**config.mk**
```make
export PLATFORM = sky130hd
export DESIGN_NAME = div_unit
export DESIGN_NICKNAME = d
export VERILOG_FILES = /design/src/rtl/div_unit.sv
export SDC_FILE = /design/constraint.sdc
export NUM_CORES = 1
export LEC_CHECK = 0
export CORE_MARGIN = 1
export CORE_UTILIZATION = 50
export CTS_CLUSTER_SIZE = 10
export DETAILED_ROUTE_END_ITERATION = 16
export PLACE_DENSITY = 0.73
export SLEW_MARGIN = 20
export SYNTH_ARGS = -nofsm -noshare
export SYNTH_HDL_FRONTEND = slang
export SYNTH_SLANG_ARGS = --single-unit
```
**constraint.sdc**
```tcl
create_clock -name clock -period 11.4 [get_ports clock]
set_clock_uncertainty 0.05 [all_clocks]
set_input_delay 1.14 -clock clock [delete_from_list [all_inputs] [get_ports clock]]
set_output_delay 1.14 -clock clock [all_outputs]
set_load 0.05 [all_outputs]
```
**src/rtl/div_unit.sv**
```systemverilog
// Multicycle radix-2 restoring divider (signed/unsigned) for the MIPS32 Execute stage.
// Optional macro DIV_EARLY_TERM_EN: finish in one cycle when |Divisor| > |Dividend|.
module div_unit #(
    parameter int unsigned WIDTH = 32,
    parameter int unsigned CNT_W = 6
) (
    input  logic             clock,
    input  logic             reset,
    input  logic             OP_div,
    input  logic             OP_divu,
    input  logic [WIDTH-1:0] Dividend,
    input  logic [WIDTH-1:0] Divisor,
    output logic [WIDTH-1:0] Quotient,
    output logic [WIDTH-1:0] Remainder,
    output logic             Stall,
    output logic             DivZero
);

    typedef enum logic {IDLE, BUSY} state_t;

    state_t           state;
    logic [WIDTH-1:0] rem;
    logic [WIDTH-1:0] dvd;
    logic [WIDTH-1:0] dvs;
    logic [WIDTH-1:0] raw_dvd;
    logic [CNT_W-1:0] cnt;
    logic             neg_q;
    logic             neg_r;
    logic             zero_dvs;
    logic             early;

    logic             start_c;
    logic             sgn_c;
    logic [WIDTH-1:0] mag_a_c;
    logic [WIDTH-1:0] mag_b_c;
    logic             early_c;
    logic [WIDTH:0]   rem_sh_c;
    logic [WIDTH:0]   diff_c;
    logic             take_c;
    logic [WIDTH-1:0] rem_nx_c;
    logic [WIDTH-1:0] dvd_nx_c;
    logic [WIDTH-1:0] q_out_c;
    logic [WIDTH-1:0] r_out_c;

    // Start decode and operand magnitudes; OP_div wins when both are high.
    always_comb begin
        start_c = OP_div | OP_divu;
        sgn_c   = OP_div;
        mag_a_c = (sgn_c && Dividend[WIDTH-1]) ? WIDTH'(-Dividend) : Dividend;
        mag_b_c = (sgn_c && Divisor[WIDTH-1])  ? WIDTH'(-Divisor)  : Divisor;
`ifdef DIV_EARLY_TERM_EN
        early_c = (Divisor != '0) && (mag_b_c > mag_a_c);
`else
        early_c = 1'b0;
`endif
    end

    // One restoring step. The partial remainder is always below the divisor between
    // steps, so its 33rd bit is only needed in the shifted/trial value.
    always_comb begin
        rem_sh_c = {rem, dvd[WIDTH-1]};
        diff_c   = rem_sh_c - {1'b0, dvs};
        take_c   = ~diff_c[WIDTH];
        rem_nx_c = take_c ? diff_c[WIDTH-1:0] : rem_sh_c[WIDTH-1:0];
        dvd_nx_c = {dvd[WIDTH-2:0], take_c};
        q_out_c  = neg_q ? WIDTH'(-dvd_nx_c) : dvd_nx_c;
        r_out_c  = neg_r ? WIDTH'(-rem_nx_c) : rem_nx_c;
    end

    always_ff @(posedge clock or negedge reset) begin
        if (!reset) begin
            state     <= IDLE;
            rem       <= '0;
            dvd       <= '0;
            dvs       <= '0;
            raw_dvd   <= '0;
            cnt       <= '0;
            neg_q     <= 1'b0;
            neg_r     <= 1'b0;
            zero_dvs  <= 1'b0;
            early     <= 1'b0;
            Quotient  <= '0;
            Remainder <= '0;
            Stall     <= 1'b0;
            DivZero   <= 1'b0;
        end else begin
            case (state)
                IDLE: begin
                    if (start_c) begin
                        state    <= BUSY;
                        Stall    <= 1'b1;
                        neg_q    <= sgn_c & (Dividend[WIDTH-1] ^ Divisor[WIDTH-1]);
                        neg_r    <= sgn_c & Dividend[WIDTH-1];
                        dvd      <= mag_a_c;
                        dvs      <= mag_b_c;
                        raw_dvd  <= Dividend;
                        rem      <= '0;
                        cnt      <= CNT_W'(WIDTH);
                        zero_dvs <= (Divisor == '0);
                        early    <= early_c;
                    end
                end
                BUSY: begin
                    rem <= rem_nx_c;
                    dvd <= dvd_nx_c;
                    cnt <= cnt - CNT_W'(1);
                    if (early) begin
                        state     <= IDLE;
                        Stall     <= 1'b0;
                        Quotient  <= '0;
                        Remainder <= raw_dvd;
                        DivZero   <= 1'b0;
                    end else if (cnt == CNT_W'(1)) begin
                        state <= IDLE;
                        Stall <= 1'b0;
                        if (zero_dvs) begin
                            Quotient  <= '1;
                            Remainder <= raw_dvd;
                            DivZero   <= 1'b1;
                        end else begin
                            Quotient  <= q_out_c;
                            Remainder <= r_out_c;
                            DivZero   <= 1'b0;
                        end
                    end
                end
                default: begin
                    state <= IDLE;
                    Stall <= 1'b0;
                end
            endcase
        end
    end

endmodule

```
# --- Word-level counts from Yosys, hierarchy flattened ---
# Index checks and enable logic that the tools add are counted.
totals:
  memories: 0
  reg_bits: 204
  mem_bits_rw: 0
  in_bits: 68
  rom_bits: 0
  latchBits: 0
op_classes:
  mux: 23
  eq_ne: 3
  div: 0
  n_bitwise: 6
  shift: 0
  n_addsub: 6
  n_reduce_logical: 6
  mul: 0
  order_cmp: 0
ops:
  columns: ["cell", "n"]
  rows:
  - ["$mux 32", 11]
  - ["$neg 32->32", 4]
  - ["$pmux 32 s2", 2]
  - ["$sub 33x32->33", 1]
  - ["$logic_not 32->1", 1]
  - ["$pmux 6 s2", 1]
  - ["$eq 6x1->1 const B", 1]
  - ["$mux 1", 6]
  - ["$mux 6", 1]
  - ["$reduce_and 2->1", 3]
  - ["$sub 6x1->6 const B", 1]
  - ["$pmux 1 s2", 2]
  - ["$and 1x1->1", 2]
  - ["$logic_and 1x1->1", 2]
  - ["$ne 2x1->1 const B", 1]
  - ["$ne 2x2->1 const B", 1]
  - ["$not 1->1", 2]
  - ["$or 1x1->1", 1]
  - ["$xor 1x1->1", 1]

# --- Logic depth before layout (Yosys ltp) ---
# Gate-level depths: netlist of run 1.
logic_depth:
  depth_word: 6
  ltp_mapped: 26
  mapped_depth_nobuf: 22

# --- Worst setup path before layout of run 1 ---
# Ideal clock, no wire load.
synth_path:
  path_kind: "reg-to-reg"
  from: "register dvd[31]"
  to: "register Remainder[26]"
  period_less_slack_ns: 5.233
  path_buffers: 4
  setup_slack_ns: 6.167
  path_stages_with_launch: 27
  setup_time_ns: 0.127
  arrival_ns: 5.056
  path_cell_list: "dfrtp_1 -> inv_1 -> ha_1 -> inv_1 -> fa_1 -> a211oi_1 -> o211a_1 -> or4_1 -> buf_2 -> a211oi_4 -> o21a_4 -> nor2_4 -> inv_2 -> buf_6 -> buf_2 -> buf_2 -> nor2_1 -> a21oi_1 -> ha_1 -> nand3b_1 -> or4_1 -> a21oi_1 -> a32o_1 -> nand3_1 -> o31ai_1 -> mux2i_1 -> nand3_1"
synth_via:
  elab_chain_cells: 6
synth_rtl:
  columns: ["item", "line_no", "text"]
  rows:
  - ["start, declared", "23", "logic [WIDTH-1:0] dvd;"]
  - ["start signal, assigned", "94", "dvd <= mag_a_c;"]
  - ["start signal, assigned", "105", "dvd <= dvd_nx_c;"]
  - ["$sub 33x32->33", "62", "diff_c = rem_sh_c - {1'b0, dvs};"]
  - ["$mux 32 (*)", "64", "rem_nx_c = take_c ? diff_c[WIDTH-1:0] : rem_sh_c[WIDTH-1:0];"]
  - ["$neg 32->32", "67", "r_out_c = neg_r ? WIDTH'(-rem_nx_c) : rem_nx_c;"]
  - ["$mux 32 (*)", "67", null]
  - ["$mux 32 (*)", "116", "if (zero_dvs) begin"]
  - ["$mux 32 (*)", "113", "end else if (cnt == CNT_W'(1)) begin"]
  - ["end signal, assigned", "111", "Remainder <= raw_dvd;"]
  - ["end signal, assigned", "118", "Remainder <= raw_dvd;"]
  - ["end signal, assigned", "122", "Remainder <= r_out_c;"]
  - ["end, declared", "14", "output logic [WIDTH-1:0] Remainder,"]
# Every way passes the cells marked *; elsewhere a longest branch is shown, timed or not. The select of a mux whose other input is x is not followed.
# A chain may end at the register's enable or synchronous reset.

# --- Worst setup path in the final report of run 1 ---
# Ends and elaborated chain as after synthesis.

==> results.json, run 1 <==
{
  "hp-start": "raw_dvd[5]",
  "synth_most_common_cell": "nand2_1",
  "cts_tree": "yes",
  "dp.cells": 2087,
  "cts_max_path_buffers": 3,
  "cts_setup_buffers": 0,
  "drv_cap": 0,
  "regArea_mm2": 0.005109,
  "antenna_found_initial": 0,
  "htreeDepth": 1,
  "drcViolationCount": 0,
  "stdcell_count": 2127,
  "synth_fp_nets": 1800,
  "hold_viol": 0,
  "grt_pass1_wl_um": 63760,
  "synthArstFlopShare_pct": 100.0,
  "overflow": 0,
  "grt_max_degree": 97,
  "syn_inst": 1693,
  "critPathCaptureType": "flip-flop",
  "drt_iter0_markers": 1021,
  "hold_path.class": "flip-flop to flip-flop",
  "met2_usage_pct": 45.18,
  "root_buffer": "clkbuf_16",
  "drive_gt1_share_pct": 4.647,
  "wirelength_um": 38890,
  "vias": 12677,
  "fin_crit_sh_pct": 52.96,
  "rsz0062_at_grt": "no",
  "fp.dieH_um": 167.3,
  "clkTransAtPathRegs_ns": 0.06,
  "io_buffers": 133,
  "synth_seq_cells": 204,
  "yosysSeqAreaShare_pct": 37.37,
  "syn_area_mm2": 0.01366,
  "path_class": "flip-flop to flip-flop",
  "coreArea_mm2": 0.02688,
  "worst_slew_margin_rel_pct": 26.58,
  "fill_cells": 2460,
  "die-area_mm2": 0.02799,
  "antenna_cells": 0,
  "grt-busiest-layer": "met2",
  "grt_usage_pct": 28.14,
  "grtUsageMet3_pct": 2.907,
  "synth-edff-count": 0,
  "wl_per_cell_um": 18.28,
  "die_x_um": 167.3,
  "postSynthAreaPerCell_um2": 8.070,
  "place_hpwl_um": 28460,
  "yosysWarnings": 0,
  "start_kind": "flip-flop",
  "ys_types": 75,
  "crit_required_ns": 11.78,
  "io_pins": 134,
  "synth_common_cells": "315 x nand2_1, 204 x dfrtp_1, 163 x a21oi_1",
  "ctsHoldBuffers": 0,
  "finalMaxSlewViolations": 0,
  "place.gp.congestion": 0.9187,
  "outcome": "finished, final reports clean",
  "insertion_delay_ns": 0.55,
  "avgViaCountPerCell": 5.960,
  "crit_start": "dvd[31]",
  "rr_startpoint": "dvd[31]",
  "synthFlopType": "dfrtp_1",
  "synth_largest_area_cell": "dfrtp_1",
  "max_freq_mhz": 165.6,
  "first_global_vias": 12218,
  "synthTopCellsByArea": "dfrtp_1 37%, nand2_1 8.7%, a21oi_1 6.0%, o21ai_0 5.2%, xor2_1 4.2%",
  "tightest_slew_ns": 1.093,
  "area_delta_synth_final_pct": 16.84,
  "tns_ns": 0,
  "start_util_pct": 50.83,
  "multi_input_area_mm2": 0.008010,
  "cts_sinks": 204,
  "crit_fanout": 39,
  "setup_viol": 0,
  "finalCriticalPeriod_ns": 6.037,
  "use_met1_pct": 39.81,
  "dr.pass1.iters": 5,
  "cts_buffers": 26,
  "yosys.area.top_type_share_pct": 37.37,
  "num_rows": 60,
  "nets": 1881,
  "arrival_ns": 6.42,
  "post_cts_resized": 0,
  "ant_nets": 0
}
[critical path, cell delays in order, from the launching register on]
cell      delay (ns)
dfrtp_1         0.42
inv_1           0.07
ha_1            0.22
inv_1           0.07
fa_1            0.22
a211oi_1        0.10
o211a_1         0.24
or4_1           0.69
a211oi_4        0.41
o21a_4          0.24
nor2_4          0.06
inv_2           0.56
mux2i_1         0.36
ha_1            0.28
nand3b_1        0.12
or4_1           0.45
a21oi_1         0.26
a32o_1          0.31
nand3_1         0.16
o31ai_1         0.32
mux2i_1         0.22
nand3_1         0.08
[kinds of logic after synthesis]
group | after synthesis | share of synthesized area, %
xor gates and xnor gates | 128 | 8.206
adders and majority gates | 39 | 3.627
buffers and inverters | 144 | 4.103
DFF | 204 | 37.37
AOI/OAI and AO/OA | 483 | 21.27
muxes | 56 | 4.140
and+or+nand+nor | 639 | 21.29
[cell usage in the layout (no fill, tap or decap), types with 19 or more instances in the layout]
cell	n
a21oi_1	163
clkbuf_16	26
clkdlybuf4s50_1	132
dfrtp_1	203
ha_1	38
inv_1	50
mux2i_1	52
nand2_1	315
nand3_1	24
nor2_1	123
nor3_1	36
nor4_1	23
o21a_1	19
o21ai_0	143
o21ai_1	29
o31ai_1	25
xnor2_1	62
xor2_1	66
[registers in the layout (all words and copies together) (netlist names), 6 cells and up]
name / cells
dvd: 32
cnt: 6
raw_dvd: 32
rem: 32
Remainder: 32
dvs: 32
Quotient: 32
[layer usage]
metal / wire length [um] / part of all wire [%]
met5: 0 / 0
met4: 1153 / 3.0
met3: 2331 / 6.0
met2: 17930 / 46
met1: 17470 / 45
[metrics by stage]
step / setup WS (ns) / hold slack (ns) / util [%] / area (um^2)
after floorplan: 6.167 / 0.3879 / - / 13660
after global placement: 5.676 / 0.4048 / 56.43 / 15170
after detailed placement: 5.464 / 0.4067 / 56.43 / 15170
after CTS: 5.440 / 0.4212 / 59.39 / 15960
after global routing: 4.945 / 0.4491 / 59.39 / 15960
final: 5.363 / 0.4194 / 59.39 / 15960
[layout make-up]
type | count | area share (%)
inverters | 52 | 1.223
well taps | 341 | 2.673
clock inverters | 4 | 0.3684
flip-flops and latches | 204 | 32.00
repair buffers | 145 | 8.928
clock buffers | 36 | 4.625
multi-input cells | 1345 | 50.18
[worst paths after layout]
| path | end | cells after the start | slack (ns) |
|---|---|---|---|
| setup / recovery | Remainder[26] | 21 | 5.36 |
| hold / removal | raw_dvd[5] | 2 | 0.42 |
| setup reg to reg | Remainder[26] | 21 | 5.36 |
| hold reg to reg | raw_dvd[5] | 2 | 0.42 |
| max in group asynchronous | state | 2 | 9.36 |
| min in group asynchronous | Quotient[30] | 1 | 0.53 |
Power of run 1 is not shown: default switching activity piles up to over one toggle a cycle in this logic, so the estimate is an artifact.
==> run 2, diff against run 1 <==
Settings changed: PLACE_DENSITY 0.73 to 0.76.
Clock period 11.4 ns to 5 ns, I/O delays scaled along.
==> run 2 against run 1 <==
Effect of this change: first-iteration DRC count is 5.8% lower; cell count up 0.89%; hold slack improved by 0.0049 ns; setup slack lost 5.2 ns; sequential cell count stayed put; critical path depth is 2 lower; global-route usage fell by 0.12 points; non-clock buffer count up 25; sequential share of layout area is 0.45 points lower; maximum frequency rose by 26%; critical endpoint unchanged; highest routed layer is now met5.
==> results.json, run 2 (same netlist as run 1, synthesis figures left out) <==
{
  "layout_commonest_cell": "nand2_1",
  "crit_fanout": 10,
  "insertion_delay_ns": 0.53,
  "hold_path.class": "flip-flop to flip-flop",
  "cp_slowest_cell": "or4_4",
  "grt_max_degree": 86,
  "cts_tree": "yes",
  "cts_max_path_buffers": 3,
  "cp_cell_sequence": "ha_4, and2_2, nand3_1, or4_4, a211oi_4, buf_4, nor3_2, nor2_4, inv_4, mux2i_2, ha_2, nand3b_1, or4_4, a21oi_4, a32o_2, nand3_4, o31ai_4, mux2i_1, nand3_1",
  "start_kind": "flip-flop",
  "drive_gt1_share_pct": 6.593,
  "place.gp.congestion": 0.9273,
  "grt_usage_pct": 28.02,
  "dp.cells": 2106,
  "outcome": "finished, final reports clean",
  "place_hpwl_um": 28910,
  "fin_util_pct": 60.23,
  "reg2regPathDepth": 19,
  "max_freq_mhz": 208.0,
  "drcViolationCount": 0,
  "num_rows": 60,
  "setup_viol": 0,
  "holdWs_ns": 0.4244,
  "critPathCaptureType": "flip-flop",
  "grt_pass1_wl_um": 63520,
  "hold_viol": 0,
  "start_util_pct": 50.83,
  "r2r_slack_ns": 0.19,
  "die-area_mm2": 0.02799,
  "wl_per_cell_um": 18.35,
  "wl_met1_um": 17530,
  "fin_crit_sh_pct": 96.16,
  "top_layer": "met5",
  "crit_end": "Remainder[26]",
  "arrival_ns": 5.16,
  "tightest_slew_ns": 1.026,
  "wl_met3_um": 2257,
  "crit_cells": 19,
  "nets": 1905,
  "worst_slew_margin_rel_pct": 31.51,
  "clkTransAtPathRegs_ns": 0.06,
  "wirelength_um": 39380,
  "overflow": 0,
  "first_global_vias": 12195,
  "crit_start": "rem[14]",
  "coreArea_mm2": 0.02688,
  "cts_buffers": 25,
  "htreeDepth": 1,
  "dp_slack_ns": 0.001688,
  "dr.pass1.iters": 5,
  "fill_cells": 2399,
  "avgViaCountPerCell": 5.986,
  "finalMaxSlewViolations": 0,
  "die_x_um": 167.3,
  "finalCriticalPeriod_ns": 4.808,
  "cts_sinks": 204,
  "r2r-end": "Remainder[26]",
  "root_buffer": "clkbuf_16",
  "wl_met2_um": 18370,
  "critPathBufInv": 2,
  "stdcell_count": 2146,
  "path_class": "flip-flop to flip-flop",
  "io_pins": 134,
  "fin_ws_ns": 0.1919,
  "layout_common_cells": "315 x nand2_1, 203 x dfrtp_1, 161 x a21oi_1",
  "ant_nets": 0,
  "io_buffers": 133,
  "drv_cap": 0,
  "vias": 12846,
  "rr_startpoint": "rem[14]",
  "cp_top_family": "simple AND/OR/NAND/NOR gates",
  "antenna_cells": 0,
  "antenna_found_initial": 1,
  "drt_iter0_markers": 962,
  "area_delta_synth_final_pct": 18.49,
  "fp.dieH_um": 167.3,
  "crit_required_ns": 5.35,
  "crit_path_max_incr_delay_ns": 0.56
}
## run 2: changes by cell type in the layout (fill, tap and decap cells not counted), sizes merged
cell | previous run | this run
buf | 12 | 36
bufinv | 1 | 0
clkbuf | 37 | 33
dlygate4sd3 | 0 | 1
clkinvlp | 1 | 0
## run 2: metal layers
| layer | vias up | GRT usage, % |
|---|---|---|
| li1 | 6181 | - |
| met4 | 2 | 8.736 |
| met1 | 6206 | 38.28 |
| met5 | - | 0 |
| met3 | 76 | 3.994 |
| met2 | 381 | 45.91 |
## run 2: what timing repair did
action	4_1_cts	5_1_grt
pin swaps	1	9
setup buffers	2	3
hold buffers	1	0
hold endpoints to repair	3	0
setup endpoints to repair	1	11
resized for setup	1	17
## run 2: stage by stage
| stage | cell area (um^2) | setup TNS [ns] |
|---|---|---|
| after floorplan | 13680 | 0 |
| after global routing | 16190 | -0.05426 |
| after detailed placement | 15340 | 0 |
| final | 16190 | 0 |
| after global placement | 15340 | 0 |
| after CTS | 16070 | 0 |
## run 2: worst min-delay path by stage
stage,start,end,slack [ns],cells after the start
global route,raw_dvd[6],raw_dvd[6],0.44,2
finish,cnt[5],cnt[5],0.42,1
global placement,raw_dvd[24],raw_dvd[24],0.40,2
floorplan,reset,DivZero,0.15,0
detailed placement,raw_dvd[17],raw_dvd[17],0.41,2
CTS,raw_dvd[17],raw_dvd[17],0.42,2
## run 2: layout make-up
| class | instances | area, um^2 | area share [%] |
|---|---|---|---|
| Sequential cell | 204 | 5109 | 31.56 |
| Clock inverter | 2 | 10.01 | 0.06183 |
| Tap cell | 341 | 426.7 | 2.636 |
| Inverter | 52 | 197.7 | 1.221 |
| Timing Repair Buffer | 170 | 1628 | 10.06 |
| Clock buffer | 32 | 691.9 | 4.274 |
| Multi-Input combinational cell | 1345 | 8125 | 50.19 |
Power of run 2 is left out for the same reason.
